`src/rtl/alu_flag_pipe.sv`:
```
// Registered ARM data-processing ALU with an internal NZCV flag register
// and a one-entry output buffer behind a valid/ready handshake.
module alu_flag_pipe #(
  parameter int         WIDTH      = 32,
  parameter logic [3:0] FLAG_RESET = 4'b0000
) (
  input  logic             CLK,
  input  logic             RESET_N,
  input  logic             IN_VALID,
  output logic             IN_READY,
  input  logic [3:0]       FN,
  input  logic             S,
  input  logic [WIDTH-1:0] LEFT_OP,
  input  logic [WIDTH-1:0] RIGHT_OP,
  input  logic             SHIFT_C,
  input  logic             FLAG_LOAD,
  input  logic [3:0]       FLAG_IN,
  output logic             OUT_VALID,
  input  logic             OUT_READY,
  output logic [WIDTH-1:0] ALU_OUTPUT,
  output logic             RD_WE,
  output logic [3:0]       FLAGS
);

  logic             vld_p1;
  logic [WIDTH-1:0] res_p1;
  logic             rd_we_p1;
  logic [3:0]       nzcv;

  logic             accept_p0;
  logic             arith_p0;
  logic             cin_p0;
  logic [WIDTH-1:0] op_a_p0;
  logic [WIDTH-1:0] op_b_p0;
  logic [WIDTH:0]   sum_p0;
  logic [WIDTH-1:0] res_p0;
  logic [3:0]       nzcv_p0;
  logic             set_p0;
  logic             rd_we_p0;

  function automatic logic [WIDTH-1:0] logic_op(input logic [3:0] fn,
                                                input logic [WIDTH-1:0] l,
                                                input logic [WIDTH-1:0] r);
    logic [WIDTH-1:0] y;
    case (fn)
      4'b0000, 4'b1000: y = l & r;
      4'b0001, 4'b1001: y = l ^ r;
      4'b1100:          y = l | r;
      4'b1101:          y = r;
      4'b1110:          y = l & ~r;
      default:          y = ~r;
    endcase
    return y;
  endfunction

  function automatic logic overflow(input logic a_msb, input logic b_msb,
                                    input logic r_msb);
    return (a_msb == b_msb) && (r_msb != a_msb);
  endfunction

  assign IN_READY  = !vld_p1 || OUT_READY;
  assign accept_p0 = IN_VALID && IN_READY;

  // Stage p0: operand routing, adder, logic unit and flag generation.
  // Subtracts are folded into the adder as A + ~B + cin, so C is NOT borrow.
  always_comb begin
    op_a_p0  = LEFT_OP;
    op_b_p0  = RIGHT_OP;
    cin_p0   = 1'b0;
    arith_p0 = 1'b1;
    case (FN)
      4'b0010, 4'b1010: begin op_b_p0 = ~RIGHT_OP; cin_p0 = 1'b1; end
      4'b0011: begin op_a_p0 = RIGHT_OP; op_b_p0 = ~LEFT_OP; cin_p0 = 1'b1; end
      4'b0101: cin_p0 = nzcv[1];
      4'b0110: begin op_b_p0 = ~RIGHT_OP; cin_p0 = nzcv[1]; end
      4'b0111: begin op_a_p0 = RIGHT_OP; op_b_p0 = ~LEFT_OP; cin_p0 = nzcv[1]; end
      4'b0100, 4'b1011: cin_p0 = 1'b0;
      default: arith_p0 = 1'b0;
    endcase
    sum_p0   = {1'b0, op_a_p0} + {1'b0, op_b_p0} + {{WIDTH{1'b0}}, cin_p0};
    res_p0   = arith_p0 ? sum_p0[WIDTH-1:0] : logic_op(FN, LEFT_OP, RIGHT_OP);
    nzcv_p0[3] = res_p0[WIDTH-1];
    nzcv_p0[2] = (res_p0 == '0);
    nzcv_p0[1] = arith_p0 ? sum_p0[WIDTH] : SHIFT_C;
    nzcv_p0[0] = arith_p0 ? overflow(op_a_p0[WIDTH-1], op_b_p0[WIDTH-1], res_p0[WIDTH-1])
                          : nzcv[0];
    set_p0   = S || (FN[3:2] == 2'b10);
    rd_we_p0 = (FN[3:2] != 2'b10);
  end

  // Stage p1: output buffer and architectural flag register.
  always_ff @(posedge CLK or negedge RESET_N) begin
    if (!RESET_N) begin
      vld_p1   <= 1'b0;
      res_p1   <= '0;
      rd_we_p1 <= 1'b0;
      nzcv     <= FLAG_RESET;
    end else begin
      if (accept_p0) begin
        vld_p1   <= 1'b1;
        res_p1   <= res_p0;
        rd_we_p1 <= rd_we_p0;
      end else if (OUT_READY) begin
        vld_p1   <= 1'b0;
      end
      // An accepted flag-setting op takes priority over a direct flag write.
      if (accept_p0 && set_p0) begin
        nzcv <= nzcv_p0;
      end else if (FLAG_LOAD) begin
        nzcv <= FLAG_IN;
      end
    end
  end

  assign OUT_VALID  = vld_p1;
  assign ALU_OUTPUT = res_p1;
  assign RD_WE      = rd_we_p1;
  assign FLAGS      = nzcv;

endmodule

```
`config.mk`:
```
export PLATFORM = sky130hd
export DESIGN_NAME = alu_flag_pipe
export DESIGN_NICKNAME = d
export VERILOG_FILES = /design/src/rtl/alu_flag_pipe.sv
export SDC_FILE = /design/constraint.sdc
export NUM_CORES = 1
export LEC_CHECK = 0
export BUFFER_PORTS_ARGS = -buffer_cell sky130_fd_sc_hd__buf_2
export CAP_MARGIN = 10
export CORE_MARGIN = 1.5
export CORE_UTILIZATION = 35
export CTS_CLUSTER_DIAMETER = 120
export DETAILED_ROUTE_END_ITERATION = 6
export PLACE_DENSITY_LB_ADDON = 0.05
export RECOVER_POWER = 50
export SLEW_MARGIN = 0
export SYNTH_ARGS = -nofsm -noshare
export SYNTH_HDL_FRONTEND = slang
export SYNTH_SLANG_ARGS = --single-unit
export TNS_END_PERCENT = 30
```
`constraint.sdc`:
```
create_clock -name CLK -period 5.6 [get_ports CLK]
set_input_delay 0.56 -clock CLK [delete_from_list [all_inputs] [get_ports CLK]]
set_output_delay 0.56 -clock CLK [all_outputs]
set_load 0.05 [all_outputs]
```
==> out/qor.csv, run 1 <==
metric,value,unit
highest clock rate,202.3,MHz
WP buf/inv,4,
"Max stage delay cell, worst path",or4_1,
distinct cell type count of the synthesized netlist,76,
met1 usage,0.3236,
crit share post-route,0.8826,
critical path class,input pin to register,
final setup TNS,0,ns
RSZ-0062 raised after global routing,no,
Multi-input gate area,5458,um2
GRT busiest layer,met2,
vias in the first global route,7566,
crit-path cells,buf_2 > buf_4 > nor2b_1 > nand2_1 > nand2_1 > buf_4 > nand2_1 > o21ai_0 > o21ai_0 > ha_1 > a21o_1 > buf_4 > a221oi_4 > nor2_1 > mux2_2 > nor3_1 > o211ai_1 > or4_1 > or4_1 > nand4bb_1 > o31ai_2,
Mapped Nets,1199,
Via density,5.804,
Final Skew,0.007961,ns
initial antenna violation count,0,
post-CTS setup buffers,0,
global-route wire length before repair,42120,um
die area,20840,um2
core area,19530,um2
failing checks,"max-capacitance violations, max-slew violations",
Layout area overhead,15.27,%
yosys warns,0,
GR Util met3,0.02815,
ANT nets after route,0,
leak pwr,3.655,nW
Post-DP HPWL,21470,um
CP Max Fanout,13,
gpl congestion,0.9393,
Clock Pin Slew Worst Setup and Hold Paths,0.06,ns
Hold Crit Class,register to register,
pwr/cell area,243.4,nW/um2
FF-to-FF Start,FLAGS[1],
vias,8178,
fin nets,1287,
min cycle time layout,4.943,ns
status,"complete, but fails checks",
launch point of the worst path,FN[0],
Hold Startpoint,ALU_OUTPUT[30],
kind of cell adding the most delay to the critical path,simple AND/OR/NAND/NOR gates,
Syn Std Cell Area,6995,um2
total of max-cap violations,1,
hold violation count in the final report,0,
final setup fails,0,
GR Overflow Total,0,
H-Tree Level Count,2,
Max clock buf depth,2,
"Clk Latency, worst-skew pair",0.28,ns
routing usage on met2,0.4626,
Die W,144.4,um
DRC,0,
Max-slew headroom,-0.3917,
# hold bufs at CTS,0,
root buffer cell,clkbuf_16,
CP Capture Type,register,
initial core utilization,0.3583,
Tot Pwr,1.963,mW
port buffer count,117,
GRT Util Overall,0.2611,
Post-Route WL,27500,um
startpoint types,input pin,
"Arr. time, crit path",5.13,ns
top_reg_cell synth,dfrtp_1,
synthesis-stage register bit count,38,
ys async rst share,1.000,
sequential area share after synthesis,0.1359,
ant diodes,0,
CTS sink cnt,38,
routed len/inst,19.52,um
transition time of the tightest slew-check pin,2.088,ns
fraction of layout cells with a size suffix above 1,0.1565,
CTS buffer count,5,
number of synthesized flops with an enable pin,0,
Avg Inst Size Synth,6.631,um2
Syn Inst Count,1055,
CP required,5.79,ns
Rows,51,
FILL cells,2215,
Pre-antenna DRT Iters,5,
DR iter-0 viols,492,
io pins,118,
CP peak stage delay,0.55,ns
largest net degree at the start of global routing,55,
Register Area,950.9,um2
Die Y,144.4,um
CTS tree,built,
worst hold margin,0.4738,ns
# resized after CTS,0,
maximum vdd drop,0.0001646,V
fin. max-slew vios,39,
==> cells by family after synthesis <==
logic type	share of synthesized area
AO/OA/AOI/OAI	0.3794
XOR/XNOR	0.02629
adder cells (fa/ha/maj)	0.1184
buffers and inverters	0.08728
flip-flops	0.1359
multiplexers	0.03309
AND/OR/NAND/NOR	0.2196
==> Yosys cell counts (4+ instances only) <==
cell	number	area (um2)
a211oi_1	15	112.6
a21o_1	22	165.2
a21oi_1	106	530.5
a311oi_1	13	113.9
a31oi_1	15	93.84
a32oi_1	5	43.79
and2_1	4	25.02
and3_1	7	43.79
buf_1	10	37.54
buf_2	5	25.02
buf_4	5	37.54
buf_6	4	45.04
clkbuf_1	50	187.7
dfrtp_1	38	950.9
ha_1	63	788.3
inv_1	73	274.0
mux2_2	17	191.4
mux2i_1	4	40.04
nand2_1	156	585.6
nand2b_1	4	25.02
nand3_1	16	80.08
nand4_1	7	43.79
nor2_1	65	244.0
nor2b_1	10	62.56
nor3_1	15	75.07
nor4_1	7	43.79
o2111ai_1	12	105.1
o211ai_1	20	150.1
o21ai_0	165	825.8
o21ai_1	4	20.02
o221ai_1	6	52.55
o22ai_1	9	56.30
o31ai_1	7	52.55
o32ai_1	4	35.03
o41ai_1	4	35.03
or3_1	7	43.79
or4_1	5	37.54
xnor2_1	14	122.6
xor2_1	7	61.31
==> stage by stage <==
stage               instances    util  cell area [um2]  worst slack (ns)
floorplan                1055       -             7000           0.02321
global placement         1401  0.4040             7889            0.4773
detailed placement       1401  0.4040             7889            0.3951
CTS                      1409  0.4142             8088            0.6656
global route             1409  0.4130             8064            0.2543
finish                   1409  0.4130             8064            0.6572
==> placed cells by master (no fill, tap or decap), drive strengths merged, types with 22 or more instances in the layout <==
cell    instances
clkbuf         25
ha             63
o21ai         170
inv            74
dfrtp          38
a21o           22
nand2         157
a21oi         106
nor2           66
buf           136
==> metal layers <==
layer	share of wire	up-vias	routed length, um
li1	-	4041	-
met1	0.43	3849	11810
met2	0.49	242	13340
met3	0.045	46	1225
met4	0.041	0	1128
met5	0	-	0
==> path summary, 6_finish.rpt <==
check,endpoint,slack [ns],depth (start not counted)
worst max-delay path,FLAGS[2],0.66,21
worst min-delay path,ALU_OUTPUT[30],0.47,2
worst max register to register,FLAGS[2],0.83,16
worst min register to register,ALU_OUTPUT[30],0.47,2
max in group asynchronous,ALU_OUTPUT[7],3.52,1
min in group asynchronous,ALU_OUTPUT[25],0.88,1
==> sequential cells by signal, indices dropped and copies added, names as in the netlist <==
name / count
OUT_VALID: 1
FLAGS: 4
ALU_OUTPUT: 32
RD_WE: 1
==> final cells by class <==
type                            count  area share
Sequential cell                    38      0.1179
Clock inverter                      2    0.007448
Tap cell                          265     0.04112
Multi-Input combinational cell    869      0.6768
Timing Repair Buffer              155      0.1050
Inverter                           74     0.03445
Clock buffer                        6     0.01722
==> worst reg2reg max path, stage by stage, from the launching register on <==
cell	delay, ns
dfrtp_1	0.50
nor2_1	0.14
o22ai_1	0.09
a32oi_1	0.24
fa_1	0.24
inv_1	0.06
fa_1	0.46
a21o_1	0.24
a21oi_1	0.18
xnor2_1	0.09
o32ai_1	0.28
nand3b_1	0.12
or4_1	0.50
or4_1	0.56
or4_1	0.53
nand4bb_1	0.23
o31ai_2	0.23
==> report_power, final <==
part / switching, mW / internal [mW]
Clock: 0.110 / 0.267
Sequential: 0.0366 / 0.341
Combinational: 0.828 / 0.379
Power figures use the tool's default switching activity.
==> run 2: changes to the inputs <==
--- a/config.mk
+++ b/config.mk
@@ -13,6 +13,7 @@
 export DETAILED_ROUTE_END_ITERATION = 6
 export PLACE_DENSITY_LB_ADDON = 0.05
 export RECOVER_POWER = 50
+export REMOVE_ABC_BUFFERS = 1
 export SLEW_MARGIN = 0
 export SYNTH_ARGS = -nofsm -noshare
 export SYNTH_HDL_FRONTEND = slang
==> out/qor.csv, run 2 (synthesized netlist as in run 1, its figures left out) <==
metric,value,unit,change
ANT nets after route,0,,unchanged
Post-DP HPWL,20250,um,-5.7%
final setup TNS,0,ns,unchanged
final setup fails,0,,unchanged
Post-Route WL,26710,um,-2.9%
vias,8076,,-1.2%
FILL cells,2186,,-1.3%
Rows,51,,unchanged
global-route wire length before repair,41360,um,-1.8%
gpl congestion,0.9153,,-2.6%
# resized after CTS,0,,unchanged
largest net degree at the start of global routing,87,,+58%
"worst slack, placed",0.2070,ns,-0.1881 ns
cell count of the worst reg-to-reg path,16,,unchanged
Die Y,144.4,um,unchanged
crit share post-route,0.9090,,+0.02641
status,"complete, but fails checks",,
Clock Pin Slew Worst Setup and Hold Paths,0.06,ns,about the same
CP required,5.81,ns,+0.02 ns
failing checks,"max-capacitance violations, max-slew violations",,
RSZ-0062 raised after global routing,no,,
# hold bufs at CTS,0,,unchanged
Layout area overhead,14.43,%,
DR iter-0 viols,666,,+35%
CP Max Fanout,45,,+32
leak pwr,3.611,nW,-1.2%
routed len/inst,19.02,um,-2.5%
GRT Util Overall,0.2580,,-0.003119
fin nets,1281,,-0.47%
Final WS setup,0.5093,ns,-0.1479 ns
CTS tree,built,,
pwr/cell area,236.1,nW/um2,-3.0%
Max-slew headroom,-0.7153,,-0.3236
Hold Crit Class,register to register,,
startpoint types,input pin,,
initial core utilization,0.3583,,unchanged
"Arr. time, crit path",5.30,ns,+0.17 ns
post-CTS setup buffers,0,,unchanged
H-Tree Level Count,2,,unchanged
RR Endpoint,FLAGS[2],,
dpl cell area,7881,um2,about the same
Final Skew,0.01829,ns,+0.01033 ns
Die W,144.4,um,unchanged
launch point of the worst path,FN[0],,
worst hold margin,0.4725,ns,-0.001326 ns
critical path class,input pin to register,,
Max clock buf depth,2,,unchanged
Via density,5.752,,-0.90%
"most common cell after layout, fill and taps aside",o21ai_0,,
post-route cell area,8005,um2,-0.73%
die area,20840,um2,unchanged
"Clk Latency, worst-skew pair",0.31,ns,+0.03 ns
most frequent cells in the layout,"o21ai_0 (165), nand2_1 (156), a21oi_1 (105)",,
core area,19530,um2,unchanged
maximum vdd drop,0.0001631,V,-0.86%
io pins,118,,unchanged
GR Overflow Total,0,,unchanged
reg2reg setup slack,0.83,ns,about the same
Pre-antenna DRT Iters,5,,unchanged
CP Capture Type,register,,
initial antenna violation count,2,,+2
transition time of the tightest slew-check pin,2.573,ns,+0.4854 ns
DRC,0,,unchanged
root buffer cell,clkbuf_16,,
CTS buffer count,5,,unchanged
min cycle time layout,5.091,ns,+0.1479 ns
fraction of layout cells with a size suffix above 1,0.1520,,-0.004447
highest clock rate,196.4,MHz,-2.9%
hold violation count in the final report,0,,unchanged
total of max-cap violations,1,,unchanged
fin. max-slew vios,39,,unchanged
vias in the first global route,7187,,-5.0%
port buffer count,117,,unchanged
FF-to-FF Start,FLAGS[1],,
CTS sink cnt,38,,unchanged
Tot Pwr,1.890,mW,-3.7%
flip-flop count of the largest register after layout,32,,unchanged
Critical path destination,FLAGS[2],,
-- run 2: layout make-up --
class | instances | area, um2 | share of cell area
flip-flops and latches | 38 | 950.9 | 0.1188
clock inverters | 3 | 21.27 | 0.002657
well taps | 265 | 331.6 | 0.04142
diodes | 1 | 2.502 | 0.0003126
multi-input cells | 869 | 5455 | 0.6815
repair buffers | 149 | 840.8 | 0.1050
clock buffers | 5 | 125.1 | 0.01563
inverters | 74 | 277.8 | 0.03470
-- run 2: worst max-delay path, stage by stage --
cell and delay, ns:
buf_2 0.12, buf_4 0.42, o22ai_1 0.13, a32oi_1 0.27, fa_1 0.25, inv_1 0.06, fa_1 0.45, a21o_1 0.25
a221oi_4 0.37, nor2_1 0.09, mux2_2 0.28, nor3_1 0.38, o211ai_1 0.14, or4_1 0.51, or4_1 0.48, nand4bb_1 0.24
o31ai_2 0.26
-- run 2: per-stage QoR --
stage / utilization / instances
after global placement: 0.4036 / 1395
after CTS: 0.4111 / 1403
after global routing: 0.4098 / 1403
after detailed placement: 0.4036 / 1395
final: 0.4100 / 1404
after floorplan: - / 981
-- run 2: worst min-delay path by stage --
| stage | start | to | depth (start not counted) |
|---|---|---|---|
| global route | ALU_OUTPUT[1] | ALU_OUTPUT[1] | 2 |
| CTS | RESET_N | ALU_OUTPUT[4] | 1 |
| detailed placement | ALU_OUTPUT[18] | ALU_OUTPUT[18] | 1 |
| global placement | ALU_OUTPUT[8] | ALU_OUTPUT[8] | 2 |
| finish | RD_WE | RD_WE | 2 |
| floorplan | RESET_N | ALU_OUTPUT[0] | 0 |
-- run 2: report_power, final --
group	leakage (nW)	switching [mW]	internal, mW
clock network	0.0698	0.150	0.166
logic	3.09	0.821	0.378
registers	0.454	0.0348	0.340
-- run 2: per-layer routing --
layer  wire length [um]  track usage  vias to the layer above
li1                   -            -                     4041
met1              13380       0.3822                     3773
met2              11600       0.4057                      241
met3               1476      0.02715                       19
met4                245      0.04359                        2
met5                 13            0                        -
==> run 3: changes to the inputs <==
--- a/config.mk
+++ b/config.mk
@@ -5,12 +5,13 @@
 export SDC_FILE = /design/constraint.sdc
 export NUM_CORES = 1
 export LEC_CHECK = 0
-export BUFFER_PORTS_ARGS = -buffer_cell sky130_fd_sc_hd__buf_2
+export ABC_AREA = 1
 export CAP_MARGIN = 10
 export CORE_MARGIN = 1.5
 export CORE_UTILIZATION = 35
 export CTS_CLUSTER_DIAMETER = 120
 export DETAILED_ROUTE_END_ITERATION = 6
+export DONT_BUFFER_PORTS = 1
 export PLACE_DENSITY_LB_ADDON = 0.05
 export RECOVER_POWER = 50
 export REMOVE_ABC_BUFFERS = 1
==> out/qor.csv, run 3 <==
metric,value,unit,change
maximum vdd drop,0.0001177,V,-28%
port buffer count,0,,-100%
startpoint types,input pin,,
critical path class,input pin to register,,
flip-flop count of the largest register after layout,32,,unchanged
Die Y,146.6,um,+1.5%
Post-DP HPWL,21820,um,+7.8%
GRT Util Overall,0.2660,,+0.008088
synth top area cells,"nand2_1 (25%), dfrtp_1 (13%), ha_1 (11%)",,
RR Endpoint,FLAGS[2],,
sequential area share after synthesis,0.1318,,-0.004103
CP Max Fanout,18,,-60%
FF-to-FF Start,FLAGS[1],,
yosys warns,0,,unchanged
most instantiated cells after synthesis,"nand2_1 (485), inv_1 (206), nor2_1 (131)",,
cell count of the worst reg-to-reg path,20,,+4
Layout area overhead,4.961,%,
crit share post-route,0.7508,,-0.1583
worst hold endpoint,FLAGS[3],,
ANT nets after route,0,,unchanged
Max-slew headroom,-0.6623,,+0.05297
Clock Pin Slew Worst Setup and Hold Paths,0.08,ns,+0.02 ns
gpl congestion,0.9409,,+2.8%
distinct cell type count of the synthesized netlist,35,,-54%
vias in the first global route,7885,,+9.7%
Die W,146.6,um,+1.5%
synthesis-stage register bit count,38,,unchanged
final setup fails,0,,unchanged
status,"complete, but fails checks",,
area share of the largest cell type after synthesis,0.2524,,+0.1165
DRC,0,,unchanged
Pre-antenna DRT Iters,7,,+2
die area,21480,um2,+3.0%
dominant cell by count in the synthesized netlist,nand2_1,,
fin. max-slew vios,39,,unchanged
Post-Route WL,28280,um,+5.9%
transition time of the tightest slew-check pin,2.493,ns,-0.07946 ns
top_reg_cell synth,dfrtp_1,,
hold violation count in the final report,0,,unchanged
CTS buffer count,5,,unchanged
fraction of layout cells with a size suffix above 1,0.02805,,-0.1240
pwr/cell area,230.3,nW/um2,-2.4%
fin nets,1463,,+14%
failing checks,"max-capacitance violations, max-slew violations",,
min cycle time layout,4.204,ns,-0.8863 ns
vias,8342,,+3.3%
Hold Crit Class,input pin to register,,
RSZ-0062 raised after global routing,no,,
Rows,52,,+2.0%
initial core utilization,0.3565,,-0.001779
WHS Path Cells,2,,unchanged
Via density,5.250,,-8.7%
initial antenna violation count,1,,-1
routed len/inst,17.80,um,-6.4%
number of synthesized flops with an enable pin,0,,unchanged
total of max-cap violations,1,,unchanged
largest area contributor in the netlist,nand2_1,,
"Arr. time, crit path",4.44,ns,-0.86 ns
most frequent cells in the layout,"nand2_1 (485), inv_1 (206), nor2_1 (129)",,
root buffer cell,clkbuf_16,,
Final Skew,0.01443,ns,-0.003856 ns
GR Overflow Total,0,,unchanged
Max clock buf depth,2,,unchanged
core area,20230,um2,+3.6%
"most common cell after layout, fill and taps aside",nand2_1,,
CP Capture Type,register,,
global-route wire length before repair,45010,um,+8.8%
CTS sink cnt,38,,unchanged
highest clock rate,237.8,MHz,+21%
"Clk Latency, worst-skew pair",0.31,ns,about the same
final setup TNS,0,ns,unchanged
ys async rst share,1.000,,unchanged
H-Tree Level Count,2,,unchanged
DR iter-0 viols,547,,-18%
ant diodes,0,,-1
Avg Inst Size Synth,5.355,um2,-19%
CP required,5.84,ns,+0.03 ns
leak pwr,4.146,nW,+15%
CTS tree,built,,
Tot Pwr,1.744,mW,-7.7%
reg2reg setup slack,1.81,ns,+0.98 ns
io pins,118,,unchanged
Syn Inst Count,1347,,+28%
Syn Std Cell Area,7213,um2,+3.1%
largest net degree at the start of global routing,47,,-46%
Hold Startpoint,FLAG_IN[3],,
## run 3: worst max-delay path: stages
cell      delay, ns
inv_1          0.12
nand2_1        0.13
nor2_2         0.15
nor2_1         0.07
inv_1          0.52
buf_4          0.36
o221ai_1       0.20
fa_1           0.50
nand2_1        0.12
nand3_1        0.13
nand3_1        0.13
nand2_1        0.13
nand2_1        0.09
nand2_1        0.10
nor2_1         0.11
nor2_1         0.04
nand2_1        0.10
nand2_1        0.07
nor2_1         0.23
nand3_1        0.14
nor2_1         0.15
nand4_1        0.11
a21oi_1        0.14
## run 3: logic make-up after synthesis
| family | after synthesis | synth area share |
|---|---|---|
| AO/OA/AOI/OAI | 242 | 0.1932 |
| flip-flops | 38 | 0.1318 |
| AND/OR/NAND/NOR | 741 | 0.4167 |
| adder cells (fa/ha/maj) | 65 | 0.1148 |
| XOR/XNOR | 2 | 0.002429 |
| buffers and inverters | 259 | 0.1410 |
## run 3: repair_timing
| action | CTS | global route |
|---|---|---|
| resized for setup | 0 | 0 |
| endpoints found under the hold margin | 38 | 0 |
| setup buffers | 0 | 0 |
| hold buffers | 1 | 0 |
## run 3: how the worst max path moves through the flow
stage,to,slack [ns],start,depth (start not counted)
2_1_floorplan,FLAGS[2],0.47,FN[0],22
3_3_place_gp,FLAGS[2],1.28,FN[0],23
3_5_place_dp,FLAGS[2],1.18,FN[0],23
4_1_cts,FLAGS[2],1.49,FN[0],23
5_1_grt,FLAGS[2],1.13,FN[0],23
6_report,FLAGS[2],1.40,FN[0],23
## run 3: layout make-up
type | count | area (um2)
clock inverter | 2 | 10.01
tap | 270 | 337.8
fill | 2335 | 12660
timing repair buffer | 13 | 93.84
inverter | 211 | 792.0
sequential | 38 | 950.9
clock buffer | 5 | 125.1
multi-input combinational | 1050 | 5261
## run 3: routing by layer
layer / global-route usage / share of wire
met1: 0.3690 / 0.47
met2: 0.4374 / 0.45
met3: 0.04375 / 0.070
met4: 0.04646 / 0.013
met5: 0 / 0
## run 3: per-stage QoR
step	instances	utilization	hold slack, ns	worst slack (ns)	area (um2)
detailed placement	1581	0.3673	0.2653	1.184	7432
floorplan	1299	-	0.2644	0.4657	6988
global placement	1581	0.3673	0.2654	1.275	7432
global route	1589	0.3742	0.4236	1.127	7571
CTS	1589	0.3753	0.1013	1.487	7595
finish	1589	0.3742	0.4137	1.396	7571
## run 3: power breakdown
part           leakage, nW  total, mW  switching (mW)  internal [mW]
logic                 3.64      0.843           0.576          0.268
clock network       0.0694      0.302           0.140          0.162
registers            0.441      0.598           0.267          0.331
total                 4.15       1.74           0.983          0.761
